$ cat src/rtl/arb_pkg.sv
// Shared definitions for the round-robin bus arbiter.
//   - FSM state encoding (IDLE/GRANT/TURN)
//   - default select width
//   - onehot(): index to one-hot grant vector, sized for the widest build (16 requesters)
package arb_pkg;

  localparam int unsigned DefaultSelW = 4;
  localparam int unsigned MaxReq      = 16;
  localparam int unsigned MaxSelW     = 4;

  typedef logic [1:0] arb_state_t;

  localparam arb_state_t IDLE  = 2'd0;
  localparam arb_state_t GRANT = 2'd1;
  localparam arb_state_t TURN  = 2'd2;

  function automatic logic [MaxReq-1:0] onehot(input logic [MaxSelW-1:0] index);
    logic [MaxReq-1:0] v;
    v        = '0;
    v[index] = 1'b1;
    return v;
  endfunction

endpackage

$ cat src/rtl/rr_bus_arbiter_if.sv
// Arbiter <-> bus-master bundle.
//   req       : per-requester level request (masters drive)
//   gnt       : registered one-hot grant
//   sel       : registered mux select (owner index during GRANT)
//   gnt_valid : a grant is active
//   busy      : arbiter in GRANT or TURN
//   timeout   : forced-release pulse (only when ARB_TIMEOUT_EN is defined)
// Modports: master = requester side, slave = arbiter side.
interface rr_bus_arbiter_if
  import arb_pkg::*;
#(
  parameter int unsigned NUM_REQ = 16,
  parameter int unsigned SEL_W   = DefaultSelW
);

  logic [NUM_REQ-1:0] req;
  logic [NUM_REQ-1:0] gnt;
  logic [SEL_W-1:0]   sel;
  logic               gnt_valid;
  logic               busy;

`ifdef ARB_TIMEOUT_EN
  logic               timeout;

  modport master (output req, input gnt, input sel, input gnt_valid, input busy, input timeout);
  modport slave  (input req, output gnt, output sel, output gnt_valid, output busy,
                  output timeout);
`else
  modport master (output req, input gnt, input sel, input gnt_valid, input busy);
  modport slave  (input req, output gnt, output sel, output gnt_valid, output busy);
`endif

endinterface

$ cat src/rtl/rr_priority_pick.sv
// Combinational round-robin winner search.
//   req    : request vector
//   ptr    : highest-priority index (must be < NUM_REQ)
//   winner : first set req bit at or after ptr, wrapping
//   found  : any req bit set
// The request vector is duplicated and bits below ptr in the lower copy are masked off, so a
// plain lowest-set-bit search over the double vector yields the wrapped search order.
module rr_priority_pick #(
  parameter int unsigned NUM_REQ = 16,
  parameter int unsigned SEL_W   = 4
) (
  input  logic [NUM_REQ-1:0] req,
  input  logic [SEL_W-1:0]   ptr,
  output logic [SEL_W-1:0]   winner,
  output logic               found
);

  logic [2*NUM_REQ-1:0] dbl;
  logic [2*NUM_REQ-1:0] keep;
  logic [2*NUM_REQ-1:0] masked;

  assign dbl    = {req, req};
  assign keep   = {(2*NUM_REQ){1'b1}} << ptr;
  assign masked = dbl & keep;

  always_comb begin
    int unsigned idx;
    idx    = 0;
    found  = 1'b0;
    for (int i = 0; i < 2 * NUM_REQ; i++) begin
      if (masked[i] && !found) begin
        found = 1'b1;
        idx   = i;
      end
    end
    if (idx >= NUM_REQ) idx = idx - NUM_REQ;
    winner = SEL_W'(idx);
  end

endmodule

$ cat src/rtl/rr_bus_arbiter.sv
// Round-robin arbiter sharing the 32-bit 16:1 mux datapath among up to NUM_REQ requesters.
// Grants are held until the owner drops req (no preemption); one TURN cycle separates owners.
//   clk     : rising-edge clock
//   reset_n : synchronous active-low reset
//   bus     : rr_bus_arbiter_if.slave (req in; gnt/sel/gnt_valid/busy[/timeout] out)
// Optional: define ARB_TIMEOUT_EN to force release after MAX_HOLD grant cycles when another
// requester is waiting; adds the timeout pulse output.
// Constraints: 2 <= NUM_REQ <= 16, 2**SEL_W >= NUM_REQ.
module rr_bus_arbiter
  import arb_pkg::*;
#(
  parameter int unsigned NUM_REQ  = 16,
  parameter int unsigned SEL_W    = DefaultSelW,
  parameter int unsigned MAX_HOLD = 8
) (
  input  logic             clk,
  input  logic             reset_n,
  rr_bus_arbiter_if.slave  bus
);

  arb_state_t         state_q, state_d;
  logic [NUM_REQ-1:0] gnt_q, gnt_d;
  logic [SEL_W-1:0]   sel_q, sel_d;
  logic [SEL_W-1:0]   ptr_q, ptr_d;

  logic [SEL_W-1:0]   winner;
  logic               found;
  logic [MaxReq-1:0]  win_onehot;
  logic [SEL_W-1:0]   ptr_after_owner;
  logic               release_vol;

  rr_priority_pick #(
    .NUM_REQ (NUM_REQ),
    .SEL_W   (SEL_W)
  ) u_pick (
    .req    (bus.req),
    .ptr    (ptr_q),
    .winner (winner),
    .found  (found)
  );

  assign win_onehot      = onehot(MaxSelW'(winner));
  assign ptr_after_owner = (sel_q == SEL_W'(NUM_REQ - 1)) ? '0 : sel_q + 1'b1;
  assign release_vol     = ~bus.req[sel_q];

`ifdef ARB_TIMEOUT_EN
  localparam int unsigned HoldW = $clog2(MAX_HOLD + 1);

  logic [HoldW-1:0] hold_q, hold_d;
  logic             timeout_q, timeout_d;
  logic             others_pending;
  logic             hold_expired;

  assign others_pending = |(bus.req & ~gnt_q);
  // hold_q counts completed GRANT cycles minus one, so this edge ends the MAX_HOLD-th cycle.
  assign hold_expired   = (hold_q >= HoldW'(MAX_HOLD - 1));
`else
  logic unused_max_hold;
  assign unused_max_hold = ^MAX_HOLD;
`endif

  always_comb begin
    state_d = state_q;
    gnt_d   = gnt_q;
    sel_d   = sel_q;
    ptr_d   = ptr_q;
`ifdef ARB_TIMEOUT_EN
    hold_d    = hold_q;
    timeout_d = 1'b0;
`endif
    unique case (state_q)
      IDLE: begin
        if (found) begin
          state_d = GRANT;
          gnt_d   = win_onehot[NUM_REQ-1:0];
          sel_d   = winner;
`ifdef ARB_TIMEOUT_EN
          hold_d  = '0;
`endif
        end
      end
      GRANT: begin
`ifdef ARB_TIMEOUT_EN
        if (hold_q != HoldW'(MAX_HOLD)) hold_d = hold_q + 1'b1;
        if (release_vol || (hold_expired && others_pending)) begin
          state_d   = TURN;
          gnt_d     = '0;
          ptr_d     = ptr_after_owner;
          timeout_d = ~release_vol;
        end
`else
        if (release_vol) begin
          state_d = TURN;
          gnt_d   = '0;
          ptr_d   = ptr_after_owner;
        end
`endif
      end
      TURN: begin
        state_d = IDLE;
      end
      default: begin
        state_d = IDLE;
        gnt_d   = '0;
      end
    endcase
  end

  always_ff @(posedge clk) begin
    if (!reset_n) begin
      state_q <= IDLE;
      gnt_q   <= '0;
      sel_q   <= '0;
      ptr_q   <= '0;
    end else begin
      state_q <= state_d;
      gnt_q   <= gnt_d;
      sel_q   <= sel_d;
      ptr_q   <= ptr_d;
    end
  end

`ifdef ARB_TIMEOUT_EN
  always_ff @(posedge clk) begin
    if (!reset_n) begin
      hold_q    <= '0;
      timeout_q <= 1'b0;
    end else begin
      hold_q    <= hold_d;
      timeout_q <= timeout_d;
    end
  end

  assign bus.timeout = timeout_q;
`endif

  assign bus.gnt       = gnt_q;
  assign bus.sel       = sel_q;
  assign bus.gnt_valid = (state_q == GRANT);
  assign bus.busy      = (state_q != IDLE);

endmodule
$ cat src/flat_wrapper.sv
// flat-port wrapper written by rule: the top's interface ports become plain ports
module rr_bus_arbiter_flat import arb_pkg::*;
#(
  parameter int unsigned NUM_REQ  = 16,
  parameter int unsigned SEL_W    = DefaultSelW,
  parameter int unsigned MAX_HOLD = 8
)
  (clk, reset_n, bus_req, bus_gnt, bus_sel, bus_gnt_valid, bus_busy);
  rr_bus_arbiter_if #(.NUM_REQ(NUM_REQ), .SEL_W(SEL_W)) bus_i ();
  input  logic clk;
  input  logic reset_n;
  input wire logic [$bits(bus_i.req)-1:0] bus_req;
  output wire logic [$bits(bus_i.gnt)-1:0] bus_gnt;
  output wire logic [$bits(bus_i.sel)-1:0] bus_sel;
  output wire logic [$bits(bus_i.gnt_valid)-1:0] bus_gnt_valid;
  output wire logic [$bits(bus_i.busy)-1:0] bus_busy;
  assign bus_i.req = bus_req;
  assign bus_gnt = bus_i.gnt;
  assign bus_sel = bus_i.sel;
  assign bus_gnt_valid = bus_i.gnt_valid;
  assign bus_busy = bus_i.busy;
  rr_bus_arbiter #(.NUM_REQ(NUM_REQ), .SEL_W(SEL_W), .MAX_HOLD(MAX_HOLD)) u_core (.clk(clk), .reset_n(reset_n), .bus(bus_i));
endmodule
$ cat config.mk
export PLATFORM = sky130hd
export DESIGN_NAME = rr_bus_arbiter_flat
export DESIGN_NICKNAME = d
export VERILOG_FILES = /design/src/rtl/arb_pkg.sv /design/src/rtl/rr_bus_arbiter_if.sv /design/src/rtl/rr_priority_pick.sv /design/src/rtl/rr_bus_arbiter.sv /design/src/flat_wrapper.sv
export SDC_FILE = /design/constraint.sdc
export NUM_CORES = 1
export LEC_CHECK = 0
export ABC_CLOCK_PERIOD_IN_PS = 3000
export BUFFER_PORTS_ARGS = -buffer_cell sky130_fd_sc_hd__buf_2
export CORE_MARGIN = 3
export CORE_UTILIZATION = 40
export DETAILED_ROUTE_END_ITERATION = 8
export GPL_TIMING_DRIVEN = 0
export SLEW_MARGIN = 40
export SYNTH_ARGS = -nofsm -noshare
export SYNTH_HDL_FRONTEND = slang
export SYNTH_SLANG_ARGS = --single-unit
export TNS_END_PERCENT = 20
$ cat constraint.sdc
create_clock -name clk -period 3 [get_ports clk]
set_input_delay 0.45 -clock clk [delete_from_list [all_inputs] [get_ports clk]]
set_output_delay 0.45 -clock clk [all_outputs]
set_load 0.01 [all_outputs]
# Yosys cells after proc, flatten, opt, wreduce, memory -nomap -nowiden

Index checks and enable logic that the tools add are counted.

$add $sub $neg: 2
Order comparisons: 4
Eq/ne operators: 5
Shift operators: 1
Mux-type cells: 75
Bitwise operators: 3
Reductions and logical operators: 69

Operators by type and width:

| kind                                                                                 | number |
|---|---|
| 32-bit 2-to-1 mux                                                                    | 30 |
| 16-bit case mux with 3 select lines                                                  | 1 |
| 1-bit 2-to-1 mux                                                                     | 35 |
| 32-bit bitwise AND                                                                   | 1 |
| 32-bit by 5-bit greater-or-equal comparator with 1-bit output, second input constant | 1 |
| 1-bit logical AND                                                                    | 32 |
| 16-bit 2-to-1 mux                                                                    | 2 |
| 32-bit by 4-bit << shifter with 32-bit output, first input constant                  | 1 |
| 1-bit logical NOT                                                                    | 31 |
| 4-bit by 5-bit less-than comparator with 1-bit output, second input constant         | 2 |
| 4-bit 2-to-1 mux                                                                     | 2 |
| 2-bit AND reduction                                                                  | 3 |
| 4-bit by 1-bit adder with 4-bit output, second input constant                        | 1 |
| 1-bit binary-select mux with 4-bit select                                            | 1 |
| 1-bit demux with 4-bit select                                                        | 1 |
| 4-bit equality test, second input constant                                           | 1 |
| 4-bit by 1-bit greater-or-equal comparator with 1-bit output, second input constant  | 1 |
| 2-bit 2-to-1 mux                                                                     | 2 |
| 2-bit case mux with 2 select lines                                                   | 1 |
| 4-bit by 1-bit subtractor with 4-bit output, second input constant                   | 1 |
| 3-bit AND reduction                                                                  | 1 |
| 2-bit by 1-bit equality test with 1-bit output, second input constant                | 1 |
| 2-bit equality test, second input constant                                           | 1 |
| 2-bit logical NOT                                                                    | 1 |
| 4 further kinds                                                                      | 5 |

Bits in registers: 26
Bits of input ports: 18
Output and inout bits: 22

# Depth between registers and ports, before layout

Depth in word-level cells: 104
Gate-level depth with buffers: 10

# Hierarchy

Synthesis repeated with hierarchy kept, for this count alone.

Cells, all modules: 242
Area total of the unflattened synthesis: 1933.1 sq um

Modules (own cells, without submodules):

| module           | times used | cells an instance | area an instance (sq um) | sequential area each (sq um) |
|---|---|---|---|---|
| rr_bus_arbiter   | 1          | 128               | 1206.2                   | 520.5 |
| rr_priority_pick | 1          | 114               | 726.9                    | 0.0 |

# Worst setup path after synthesis

Ideal clock, no wire load.

Kind: input to register
Start: input bus_req[3]
End: register u_core.gnt_q[12] (netlist: u_core.bus.gnt[12])
Library setup time: 0.062 ns
Arrival: 2.239 ns
Required time: 2.938 ns
Slack: 0.699 ns
Cell stages on the path: 8
Path buffers: 1
Cell sequence: buf_2 or4_1 a211oi_1 nand4_1 a21o_1 and4_4 a211oi_2 a32o_1

Word-level cells in the longest chain between the ends: 95
Elaborated cells on any way between the ends: 131
Those cells by class: 1 x add/sub; 3 x order compare; 2 x eq/ne; 65 x mux; 1 x bitwise; 59 x reduce/logical

Ends and longest elaborated chain:

| what                                                                                                                                                               | line                   | text |
|---|---|---|
| start: declaration                                                                                                                                                 | flat_wrapper.sv:12     | `input wire logic [$bits(bus_i.req)-1:0] bus_req;` |
| 32-bit bitwise AND                                                                                                                                                 | rr_priority_pick.sv:24 | `assign masked = dbl & keep;` |
| 1-bit logical AND                                                                                                                                                  | rr_priority_pick.sv:31 | `if (masked[i] && !found) begin` |
| 1-bit 2-to-1 mux                                                                                                                                                   | rr_priority_pick.sv:31 |  |
| 1-bit logical NOT                                                                                                                                                  | rr_priority_pick.sv:31 |  |
| 1-bit logical AND                                                                                                                                                  | rr_priority_pick.sv:31 |  |
| 1-bit 2-to-1 mux                                                                                                                                                   | rr_priority_pick.sv:31 |  |
| 1-bit logical NOT                                                                                                                                                  | rr_priority_pick.sv:31 |  |
| 1-bit logical AND                                                                                                                                                  | rr_priority_pick.sv:31 |  |
| (+79 left out)                                                                                                                                                     | --                     |  |
| 32-bit by 5-bit greater-or-equal comparator with 1-bit output / 4-bit by 1-bit subtractor with 4-bit output (equally long branches)                                | rr_priority_pick.sv:36 | `if (idx >= NUM_REQ) idx = idx - NUM_REQ;` |
| 4-bit 2-to-1 mux                                                                                                                                                   | rr_priority_pick.sv:36 |  |
| 4-bit by 5-bit less-than comparator with 1-bit output (not written as such) / 4-bit by 1-bit greater-or-equal comparator with 1-bit output (equally long branches) | arb_pkg.sv:20          | `v[index] = 1'b1;` |
| 1-bit logical AND (not written as such)                                                                                                                            | arb_pkg.sv:20          |  |
| 1-bit 2-to-1 mux (not written as such)                                                                                                                             | arb_pkg.sv:20          |  |
| 1-bit demux with 4-bit select                                                                                                                                      | --                     |  |
| 16-bit 2-to-1 mux                                                                                                                                                  | rr_bus_arbiter.sv:73   | `if (found) begin` |
| 16-bit case mux with 3 select lines                                                                                                                                | rr_bus_arbiter.sv:71   | `unique case (state_q)` |
| end signal: assignment                                                                                                                                             | rr_bus_arbiter.sv:117  | `gnt_q <= gnt_d;` |
| end: declaration                                                                                                                                                   | rr_bus_arbiter.sv:22   | `logic [NUM_REQ-1:0] gnt_q, gnt_d;` |

Several ways; a longest one is shown, not always the timed one. The select of a mux whose other input is x is not followed.
A chain may end at the register's enable or synchronous reset.

# Worst setup path after layout

Start: register u_core.ptr_q[1]
End: register u_core.gnt_q[10] (netlist: u_core.bus.gnt[10])

Word-level cells in the longest chain between the ends: 104
Elaborated cells on any way between the ends: 139
Those cells by class: 1 x add/sub; 3 x order compare; 1 x eq/ne; 1 x shift; 68 x mux; 1 x bitwise; 64 x reduce/logical

Ends and longest elaborated chain:

| what                                                                                                                                                               | line                   | text |
|---|---|---|
| start: declaration                                                                                                                                                 | rr_bus_arbiter.sv:24   | `logic [SEL_W-1:0] ptr_q, ptr_d;` |
| start signal: assignment                                                                                                                                           | rr_bus_arbiter.sv:119  | `ptr_q <= ptr_d;` |
| 32-bit by 4-bit << shifter with 32-bit output *                                                                                                                    | rr_priority_pick.sv:23 | `assign keep = {(2*NUM_REQ){1'b1}} << ptr;` |
| 32-bit bitwise AND *                                                                                                                                               | rr_priority_pick.sv:24 |  |
| 1-bit 2-to-1 mux                                                                                                                                                   | rr_priority_pick.sv:31 |  |
| 1-bit logical NOT                                                                                                                                                  | rr_priority_pick.sv:31 |  |
| 1-bit logical AND                                                                                                                                                  | rr_priority_pick.sv:31 |  |
| 1-bit 2-to-1 mux                                                                                                                                                   | rr_priority_pick.sv:31 |  |
| 1-bit logical NOT                                                                                                                                                  | rr_priority_pick.sv:31 |  |
| 1-bit logical AND                                                                                                                                                  | rr_priority_pick.sv:31 |  |
| (+88 left out)                                                                                                                                                     | --                     |  |
| 32-bit by 5-bit greater-or-equal comparator with 1-bit output / 4-bit by 1-bit subtractor with 4-bit output (equally long branches)                                | rr_priority_pick.sv:36 |  |
| 4-bit 2-to-1 mux                                                                                                                                                   | rr_priority_pick.sv:36 |  |
| 4-bit by 5-bit less-than comparator with 1-bit output (not written as such) / 4-bit by 1-bit greater-or-equal comparator with 1-bit output (equally long branches) | arb_pkg.sv:20          |  |
| 1-bit logical AND (not written as such)                                                                                                                            | arb_pkg.sv:20          |  |
| 1-bit 2-to-1 mux (not written as such)                                                                                                                             | arb_pkg.sv:20          |  |
| 1-bit demux with 4-bit select                                                                                                                                      | --                     |  |
| 16-bit 2-to-1 mux                                                                                                                                                  | rr_bus_arbiter.sv:73   |  |
| 16-bit case mux with 3 select lines                                                                                                                                | rr_bus_arbiter.sv:71   |  |

Mark *: on every way between the ends. The rest lies on a longest branch, timed or not. The select of a mux whose other input is x is not followed.

==> metrics.csv <==
metric,value,unit
Mapped Avg Cell Area,8.52,sq um
1st-iter DRT viols,146,
TritonCTS Sinks,26,
CTS tree,built,
setup bufs post-CTS,0,
FF-to-FF Start,u_core.ptr_q[1],
antenna cells,0,
DR WL/cell,16.9,microns
Filler cells,489,
Hold Buf Count CTS,0,
fin. max-slew vios,0,
leakage power figure,0.912,nW
"Hold Violations, Final",0,
Max Cap Viol,0,
Sequential cell area,520,sq um
Comb power frac,51.8,%
die height,77.3,microns
Internal,0.880,mW
post-synthesis mux area share,6.52,%
Most common cell on crit path,o31ai_1,
WS Path Type,flip-flop to flip-flop,
YS warnings,0,
placed insts,341,
GRT Overall Usage,19.6,%
xor/xnor share of the synthesized area,0.430,%
Synth Area in Compound Gates,32.0,%
via count,2078,
Peak supply drop,461,uV
worst slew pin tran,0.698,ns
cells after synthesis,239,
Setup Skew,0.00995,ns
count of standard-cell rows,25,
IO Port Bufs,35,
clock latency on the worst-skew pair,0.27,ns
initial antenna violation count,0,
Netlist Area Pre-Place,2040,sq um
final wirelength,5830,microns
share of layout cells above drive strength 1,28.4,%
DP HPWL,4500,microns
post-cts sizing count,0,
Setup crit end kind,flip-flop,
Min-Delay Path Class,flip-flop to flip-flop,
Yosys top cell area share,25.6,%
worst path arrival time,2.89,ns
max incr delay on CP,0.71,ns
DRC Markers,0,
"critical path, cell by cell",buf_4 -> o31ai_1 -> nand2_1 -> nand3_1 -> o31ai_1 -> a2111oi_2 -> nor2_1 -> a32o_1,
synthesis-stage register bit count,26,
largest net degree at the start of global routing,16,
die width,77.3,microns
fin crit period,2.73,ns
initial core utilization,42.3,%
setup TNS,0,ns
IO Count,40,
P_sw,0.639,mW
status,"complete, no violations",
first-pass GRT wire length,9720,microns
Post-synth EDFFs,0,
synthesis-to-layout area growth,16.2,%
RSZ-0062 raised after global routing,no,
Reg power frac,29.2,%
worst reg-to-reg setup slack,0.27,ns
CTS buffer count,3,
area share of fa/ha/maj cells after synthesis,0.615,%
Hold EP,u_core.bus.gnt[3],
Post-Synth Simple-Gate Area,29.0,%
post-layout worst setup margin,0.274,ns
largest family of logic cells by synthesized area,compound AO/OA/AOI/OAI gates,
Power Density,642,nW/um^2
gr ovfl total,0,
post-synth cell types,66,
setup slack at placement,0.216,ns
Async SR Flop Fraction,0,%
worst hold slack,0.455,ns
Die ar.,5980,sq um
GP Congestion,0.924,
Synth Flop Type,dfxtp_1,
crit path max-delay cell type,a2111oi_2,
Final nets,298,
crit path launch type,flip-flop,
final worst-path cycle share,90.9,%
CTS root buf,clkbuf_8,
Placeable Area,4820,sq um
"Core Util, Final",49.1,%
Max Clk Rate,367,MHz
cell count of the worst hold path,2,
Synth area leaders,"dfxtp_1 (26%), mux4_2 (5.5%), o31ai_1 (4.8%), nand2_1 (4.4%), a32o_1 (3.9%)",
Multi-input gate area,1400,sq um
switching share of power,42.1,%
Clk pwr share,19.1,%
reg2reg end,u_core.bus.gnt[10],
Final setup viols,0,
register area share after synthesis,25.6,%
Reg2Reg Depth,8,
clk slew on worst S/H paths,0.09,ns
Detailed Routing Iterations Pass 1,4,
Yosys top cell by area,dfxtp_1,
Via density,6.02,
most frequent cells in the layout,"buf_2 (43), dfxtp_1 (26), nand2_1 (24)",
Clock Path Buffers,2,
"Req. time, crit path",3.17,ns
hold path startpoint,u_core.bus.gnt[3],
worst-path fanout max,9,
DRT antenna net count,0,
"most common cell after layout, fill and taps aside",buf_2,
Finished Layout Cells,345,
CTS H-Tree Depth,1,
net count after synthesis,258,
Rel. slew slack,53.4,%
vias in the first global route,1875,
[area by class of cell]
class | count | area share (%)
multi-input cells | 190 | 59.0
flip-flops and latches | 26 | 22.0
repair buffers | 35 | 7.40
plain buffers | 17 | 4.07
well taps | 67 | 3.54
clock buffers | 3 | 1.75
clock inverters | 1 | 1.27
inverters | 6 | 0.952
[worst max-delay path, delay by kind of cell, from the launching register on]
kind	cells	cell delay (ns)
buffers and inverters	1	0.16
AND/OR/NAND/NOR	3	0.60
flip-flops	1	0.30
AO/OA/AOI/OAI	4	1.56
[sequential cells by signal (all words and copies together) (netlist names)]
register        cells
u_core.bus.sel      4
u_core.bus.gnt     16
u_core.state_q      2
u_core.ptr_q        4
[cells by family after synthesis]
family,after synthesis
XOR/XNOR,1
AND/OR/NAND/NOR,103
flip-flops,26
adder cells (fa/ha/maj),1
buffers and inverters,23
AO/OA/AOI/OAI,78
multiplexers,7
[power groups by stage]
stage	Sequential, mW	Combinational, mW	Clock [mW]
5_1_grt	0.452	0.860	0.310
3_5_place_dp	0.452	0.777	0
6_report	0.443	0.786	0.289
2_1_floorplan	0.461	0.550	0
3_3_place_gp	0.450	0.782	0
4_1_cts	0.444	0.783	0.297
[cells in the mapped netlist, drive strengths merged, types with 4 or more instances]
master	n
a21oi	10
mux4	5
o21ai	7
nor3	4
inv	5
a32o	8
and2	4
nand2b	5
a2111oi	5
nand3	6
nor4	4
nor2	19
buf	13
o31ai	13
nand2	25
clkbuf	4
a211oi	11
nor2b	6
dfxtp	26
nand4	9
[per-layer routing]
metal | wire (microns) | vias to the layer above | share of wire [%] | track usage [%]
met2 | 2620 | 85 | 45 | 31.3
met3 | 383 | 6 | 6.6 | 2.67
met1 | 2770 | 967 | 47 | 28.8
met5 | 0 | - | 0 | 0
li1 | - | 1020 | - | -
met4 | 53 | 0 | 0.91 | 2.67
[how the worst max path moves through the flow]
stage	from	to	slack, ns	cells after the start
detailed placement	bus_req[11]	u_core.bus.gnt[14]	0.22	8
floorplan	bus_req[3]	u_core.bus.gnt[12]	0.70	8
finish	u_core.ptr_q[1]	u_core.bus.gnt[10]	0.27	8
global placement	bus_req[11]	u_core.bus.gnt[10]	0.17	8
CTS	u_core.ptr_q[1]	u_core.bus.gnt[10]	0.28	8
global route	u_core.ptr_q[1]	u_core.bus.gnt[10]	0.14	8
[stage by stage]
stage | cell area (sq um) | power, mW
3_3_place_gp | 2290 | 1.23
5_1_grt | 2370 | 1.62
3_5_place_dp | 2290 | 1.23
4_1_cts | 2370 | 1.52
2_1_floorplan | 2040 | 1.01
6_report | 2370 | 1.52
No activity file was read; power rests on OpenSTA's default activity.
